`config.mk`:
```
export PLATFORM = sky130hd
export DESIGN_NAME = mul_add_flat
export DESIGN_NICKNAME = d
export VERILOG_FILES = /design/src/rtl/mul_add_if.sv /design/src/rtl/mul_add.sv /design/src/flat_wrapper.sv
export SDC_FILE = /design/constraint.sdc
export NUM_CORES = 1
export LEC_CHECK = 0
export BUFFER_PORTS_ARGS = -buffer_cell sky130_fd_sc_hd__buf_2
export CAP_MARGIN = 15
export CORE_ASPECT_RATIO = 1.2
export CORE_MARGIN = 4
export CORE_UTILIZATION = 59
export DETAILED_ROUTE_END_ITERATION = 10
export PLACE_DENSITY = 0.83
export SLEW_MARGIN = 30
export SYNTH_ARGS = -nofsm -noshare
export SYNTH_HDL_FRONTEND = slang
export SYNTH_SLANG_ARGS = --single-unit
```
`constraint.sdc`:
```
create_clock -name clk -period 3.9 [get_ports clk]
set_input_delay 0.39 -clock clk [delete_from_list [all_inputs] [get_ports clk]]
set_output_delay 0.39 -clock clk [all_outputs]
set_load 0.02 [all_outputs]
```
`src/rtl/mul_add_if.sv`:
```
// Operand/result bundle for the iterative multiply-add unit.
// The master drives the operands and start; the slave returns done and product.
interface mul_add_if #(
  parameter int BIT_DEPTH = 32
);
  logic                     start;
  logic [BIT_DEPTH-1:0]     multiplicand_in;
  logic [BIT_DEPTH-1:0]     multiplier_in;
  logic [BIT_DEPTH-1:0]     addend_in;
  logic                     done;
  logic [2*BIT_DEPTH-1:0]   product;

  modport master (
    output start, multiplicand_in, multiplier_in, addend_in,
    input  done, product
  );

  modport slave (
    input  start, multiplicand_in, multiplier_in, addend_in,
    output done, product
  );
endinterface

```
`src/rtl/mul_add.sv`:
```
// Unsigned A*B+C by LSB-first shift-and-add, one multiplier bit per cycle.
// Latency: done rises BIT_DEPTH cycles after the capture edge; result holds while start stays high.
module mul_add #(
  parameter int BIT_DEPTH = 32
) (
  input  logic     clk,
  input  logic     reset,
  mul_add_if.slave bus
);
  localparam int CW = $clog2(BIT_DEPTH + 1);

  localparam logic [1:0] S_IDLE = 2'd0;
  localparam logic [1:0] S_BUSY = 2'd1;
  localparam logic [1:0] S_DONE = 2'd2;

  logic [1:0]             r_state;
  logic [2*BIT_DEPTH-1:0] r_mcand;
  logic [BIT_DEPTH-1:0]   r_mplier;
  logic [2*BIT_DEPTH-1:0] r_acc;
  logic [2*BIT_DEPTH-1:0] r_product;
  logic [CW-1:0]          r_cnt;

  logic [2*BIT_DEPTH-1:0] w_sum;
  logic                   w_last;

  // Accumulator starts at C, so the final sum is exact in 2*BIT_DEPTH bits.
  assign w_sum  = r_acc + (r_mplier[0] ? r_mcand : '0);
  assign w_last = (r_cnt == CW'(BIT_DEPTH - 1));

  always_ff @(posedge clk) begin
    if (reset) begin
      r_state   <= S_IDLE;
      r_mcand   <= '0;
      r_mplier  <= '0;
      r_acc     <= '0;
      r_product <= '0;
      r_cnt     <= '0;
    end else begin
      case (r_state)
        S_IDLE: begin
          if (bus.start) begin
            r_mcand  <= {{BIT_DEPTH{1'b0}}, bus.multiplicand_in};
            r_mplier <= bus.multiplier_in;
            r_acc    <= {{BIT_DEPTH{1'b0}}, bus.addend_in};
            r_cnt    <= '0;
            r_state  <= S_BUSY;
          end
        end
        S_BUSY: begin
          r_acc    <= w_sum;
          r_mcand  <= r_mcand << 1;
          r_mplier <= r_mplier >> 1;
          r_cnt    <= r_cnt + CW'(1);
          if (w_last) begin
            r_product <= w_sum;
            r_state   <= S_DONE;
          end
        end
        S_DONE: begin
          // Start must drop before another operation can be accepted.
          if (!bus.start) begin
            r_state <= S_IDLE;
          end
        end
        default: r_state <= S_IDLE;
      endcase
    end
  end

  assign bus.done    = (r_state == S_DONE);
  assign bus.product = r_product;
endmodule

```
`src/flat_wrapper.sv`:
```
// flat-port wrapper written by rule: the top's interface ports become plain ports
module mul_add_flat 
#(
  parameter int BIT_DEPTH = 32
)
  (clk, reset, bus_start, bus_multiplicand_in, bus_multiplier_in, bus_addend_in, bus_done, bus_product);
  mul_add_if #(.BIT_DEPTH(BIT_DEPTH)) bus_i ();
  input  logic clk;
  input  logic reset;
  input wire logic [$bits(bus_i.start)-1:0] bus_start;
  input wire logic [$bits(bus_i.multiplicand_in)-1:0] bus_multiplicand_in;
  input wire logic [$bits(bus_i.multiplier_in)-1:0] bus_multiplier_in;
  input wire logic [$bits(bus_i.addend_in)-1:0] bus_addend_in;
  output wire logic [$bits(bus_i.done)-1:0] bus_done;
  output wire logic [$bits(bus_i.product)-1:0] bus_product;
  assign bus_i.start = bus_start;
  assign bus_i.multiplicand_in = bus_multiplicand_in;
  assign bus_i.multiplier_in = bus_multiplier_in;
  assign bus_i.addend_in = bus_addend_in;
  assign bus_done = bus_i.done;
  assign bus_product = bus_i.product;
  mul_add #(.BIT_DEPTH(BIT_DEPTH)) u_core (.clk(clk), .reset(reset), .bus(bus_i));
endmodule
```
==> impl_summary.md <==
Worst hold path
Counting instances, the worst hold path has a depth of 3. The type of the most critical hold path is input port to register.

Finish
The sequential cell area is 4650 um2. 0 antenna diodes ended up in the layout. The area of the multi-input gates is 8460 um2. Compared with the post-synthesis result, the final layout area differs by 12.4%. The layout filler cell count is 1978.

The count of non-filler cells in the finished layout is 2146. The share of final-layout standard cells stronger than drive strength 1 is 0.172. The cell area after layout is 15400 um2. The final core utilization is 0.680. At the end of the flow, the number of nets in the layout was 1984.

CTS
The total of hold buffers inserted after clock tree synthesis is 0. The number of resized instances in the post-cts repair step is 0. Counting the buffers created by CTS gives 24. Buffers added to address setup during post-CTS repair amount to 0. The longest clock path from root to sink contains 3 buffers. Clock-pin slew was measured on the worst setup and hold paths at 60 ps. TritonCTS built the clock tree. The tree is rooted in a clkbuf_16. The clock latency of the later-clocked register in the worst-skew pair is 540 ps.

The CTS H-tree depth is 1. CTS saw 232 sinks.

Timing
The total negative slack for setup checks is 0 ps. The final worst-path setup slack is 228 ps. The total count of max-transition violations in the final report came to 0. The maximum clock skew at final layout is 16.9 ps.

Based on the critical path, the design can be clocked at up to 272 MHz. The clock period could shrink to 3670 ps. Setup repair after global routing left no endpoint under its margin. For the pin with the worst max-slew slack, the measured transition is 1020 ps. The worst pin sits at a relative slew slack of 0.316. On the final layout, the worst hold slack is 94.0 ps. The count of endpoints failing hold in the final timing report is 0.

Setup violations remaining at the end of the flow were counted as 0. The share of the cycle needed by the critical path after routing is 0.942.

Critical path
The largest single stage delay on the critical path is 520 ps. The cell family contributing the most delay on the critical path is simple AND/OR/NAND/NOR gates. Traced cell by cell, the critical path runs through buf_12 -> and2_1 -> ha_1 -> nand4_1 -> nor4_1 -> nand2_1 -> a21oi_1 -> o21ai_0 -> nand2_1 -> a21oi_1 -> or4_1 -> and3_1. The instance count on the critical path is 12. Of all nets on the critical path, the largest fanout is 61. Data on the critical path arrives at its endpoint at 4100 ps. The kind of launch point of the worst setup path is a register.

The number of cells traversed by the worst register-to-register path is 12. The critical path endpoint category is a register. The cell with the biggest individual delay on the critical path is or4_1. The number of buffer and inverter instances along the worst setup path is 1.

The endpoint required time on the critical path is 4330 ps. The kind of critical path is register to register.

Global routing
The first-pass GRT wire length is 63.2 mm. The largest net degree at the start of global routing is 131. The number of global-route vias before repair is 12683.

Summed over all layers, the global routing overflow is 0. The number of antenna violations at the first check in global routing is 2. In the global route stage, overall resource usage came out at 0.290.

Detailed routing
The residual DRC count is 0. Summed over all layers, the routed wires come to 39.5 mm. The first detailed-routing pass ran for 5 iterations. The detail route stage leaves a number of antenna-violating nets equal to 0. The iteration-0 DRC count of the detailed router is 918. The detailed-route vias per instance is 6.26. The detailed router placed 13427 vias in this run. The routed wirelength normalized by instance count is 18.4 um.

Yosys
For this run, the leading register cell type out of synthesis is dfxtp_1. The most area-hungry cell type in the Yosys netlist is dfxtp_1. The synthesized instance count is 1749. The combined area of all synthesized cells is 13700 um2. For this run, asynchronously set or reset flops after synthesis account for 0. The number of flip-flops and latches in the synthesized netlist is 232. Synthesis instantiated 70 different standard cells from the library. For this run, the number of Yosys warnings is 0. The net count of the mapped netlist is 1913.

Of the post-synthesis cell area, the dominant cell type holds 0.338. For this run, the register share of the synthesized area comes to 0.338. After synthesis, the mean cell area works out to 7.85 um2.

The number of enable-type register cells in the synthesized netlist is 0. Ranked by total cell area, the synthesized netlist is headed by dfxtp_1, a21oi_1, ha_1.

Power
IR analysis of the VDD net gives a maximum drop of 0.392 mV. Dividing total power by cell area gives a power density of 363 nW/um2. The total power draw is 5.60 mW. In this run the static leakage power is 6.50 nW.

Place
The final estimated routing congestion in global placement is 0.973. At the placement stage, the worst setup path has a slack of 230 ps. The placed instance area is 14600 um2. The HPWL after detailed placement is 27.9 mm.

Input and output buffers added on the ports amount to 163. Including well taps, the total number of placed cells is 2104.

Floorplanning
The die is 147 um wide. 164 I/O pins were placed. The number of placement rows is 60. The die covers 25800 um2. The core region is 22700 um2. The starting utilization of the core area is 0.606. From bottom edge to top edge, the die measures 175 um.

Status
The run finished with clean final reports.

Flow run
Max-cap violations in this run came to 0.
-- flip-flops by register name (all words and copies together), names as in the netlist --
name / cells
u_core.r_state: 2
u_core.r_mplier: 32
u_core.bus.product: 64
u_core.r_mcand: 64
u_core.r_cnt: 6
u_core.r_acc: 64
-- worst register-to-register path, delay by kind of cell, from the launching register on --
| family | cells | cell delay, ps |
|---|---|---|
| simple gates | 7 | 1940 |
| flops | 1 | 360 |
| fa+ha+maj | 1 | 400 |
| buf+inv | 1 | 220 |
| compound gates | 3 | 650 |
-- synthesized netlist by cell type, types with 29 or more instances --
library cell	instances
dfxtp_1	232
nand2_1	203
a21oi_1	196
nor2_1	189
clkbuf_1	120
nor2b_1	70
and2_1	65
ha_1	64
o221a_2	64
o21ai_0	63
nand4_1	37
xnor2_1	36
a21o_1	35
a22oi_1	35
nand3_1	29
-- cells in the final DEF, fill, tap and decap left out, drive strengths merged, types with 29 or more instances in the layout --
| master | netlist | final |
|---|---|---|
| ha | 64 | 64 |
| xnor2 | 36 | 36 |
| nand2 | 203 | 203 |
| o21ai | 65 | 65 |
| a21o | 35 | 35 |
| o221a | 64 | 64 |
| and2 | 65 | 65 |
| nand4 | 37 | 37 |
| a21oi | 199 | 199 |
| clkbuf | 122 | 36 |
| nand3 | 29 | 29 |
| a22oi | 35 | 35 |
| dfxtp | 232 | 232 |
| buf | 24 | 191 |
| nor2b | 70 | 70 |
| nor2 | 189 | 189 |
-- report_power, final --
part	internal, mW	leakage (nW)	total [mW]	switching (mW)
Combinational	0.287	4.22	0.721	0.433
Clock	1.37	0.388	2.34	0.972
Sequential	2.46	1.89	2.54	0.0722
-- worst paths after layout --
kind | start | to | slack (ps)
max | u_core.r_mplier[0] | u_core.bus.product[63] | 230
min | bus_multiplier_in[31] | u_core.r_mplier[31] | 90
min reg2reg | u_core.bus.product[38] | u_core.bus.product[38] | 450
max reg2reg | u_core.r_mplier[0] | u_core.bus.product[63] | 230
-- final cells by class --
cell class / instances / area share
Inverter: 20 / 0.00487
Sequential cell: 232 / 0.301
Clock inverter: 6 / 0.00641
Tap cell: 310 / 0.0251
Multi-Input combinational cell: 1351 / 0.549
Timing Repair Buffer: 191 / 0.0685
Clock buffer: 36 / 0.0451
-- logic make-up after synthesis --
group | after synthesis | synth area share
muxes | 2 | 0.00146
AOI/OAI and AO/OA | 569 | 0.291
buffers and inverters | 166 | 0.0470
and+or+nand+nor | 663 | 0.230
xor gates and xnor gates | 52 | 0.0332
adders and majority gates | 65 | 0.0598
DFF | 232 | 0.338
-- metal layers --
metal / vias up / track usage / routed length, um
met5: - / 0 / 25
met4: 4 / 0.112 / 1430
met3: 107 / 0.0488 / 2860
met2: 535 / 0.494 / 18800
met1: 6311 / 0.368 / 16400
li1: 6470 / - / -
Power figures use the tool's default switching activity.
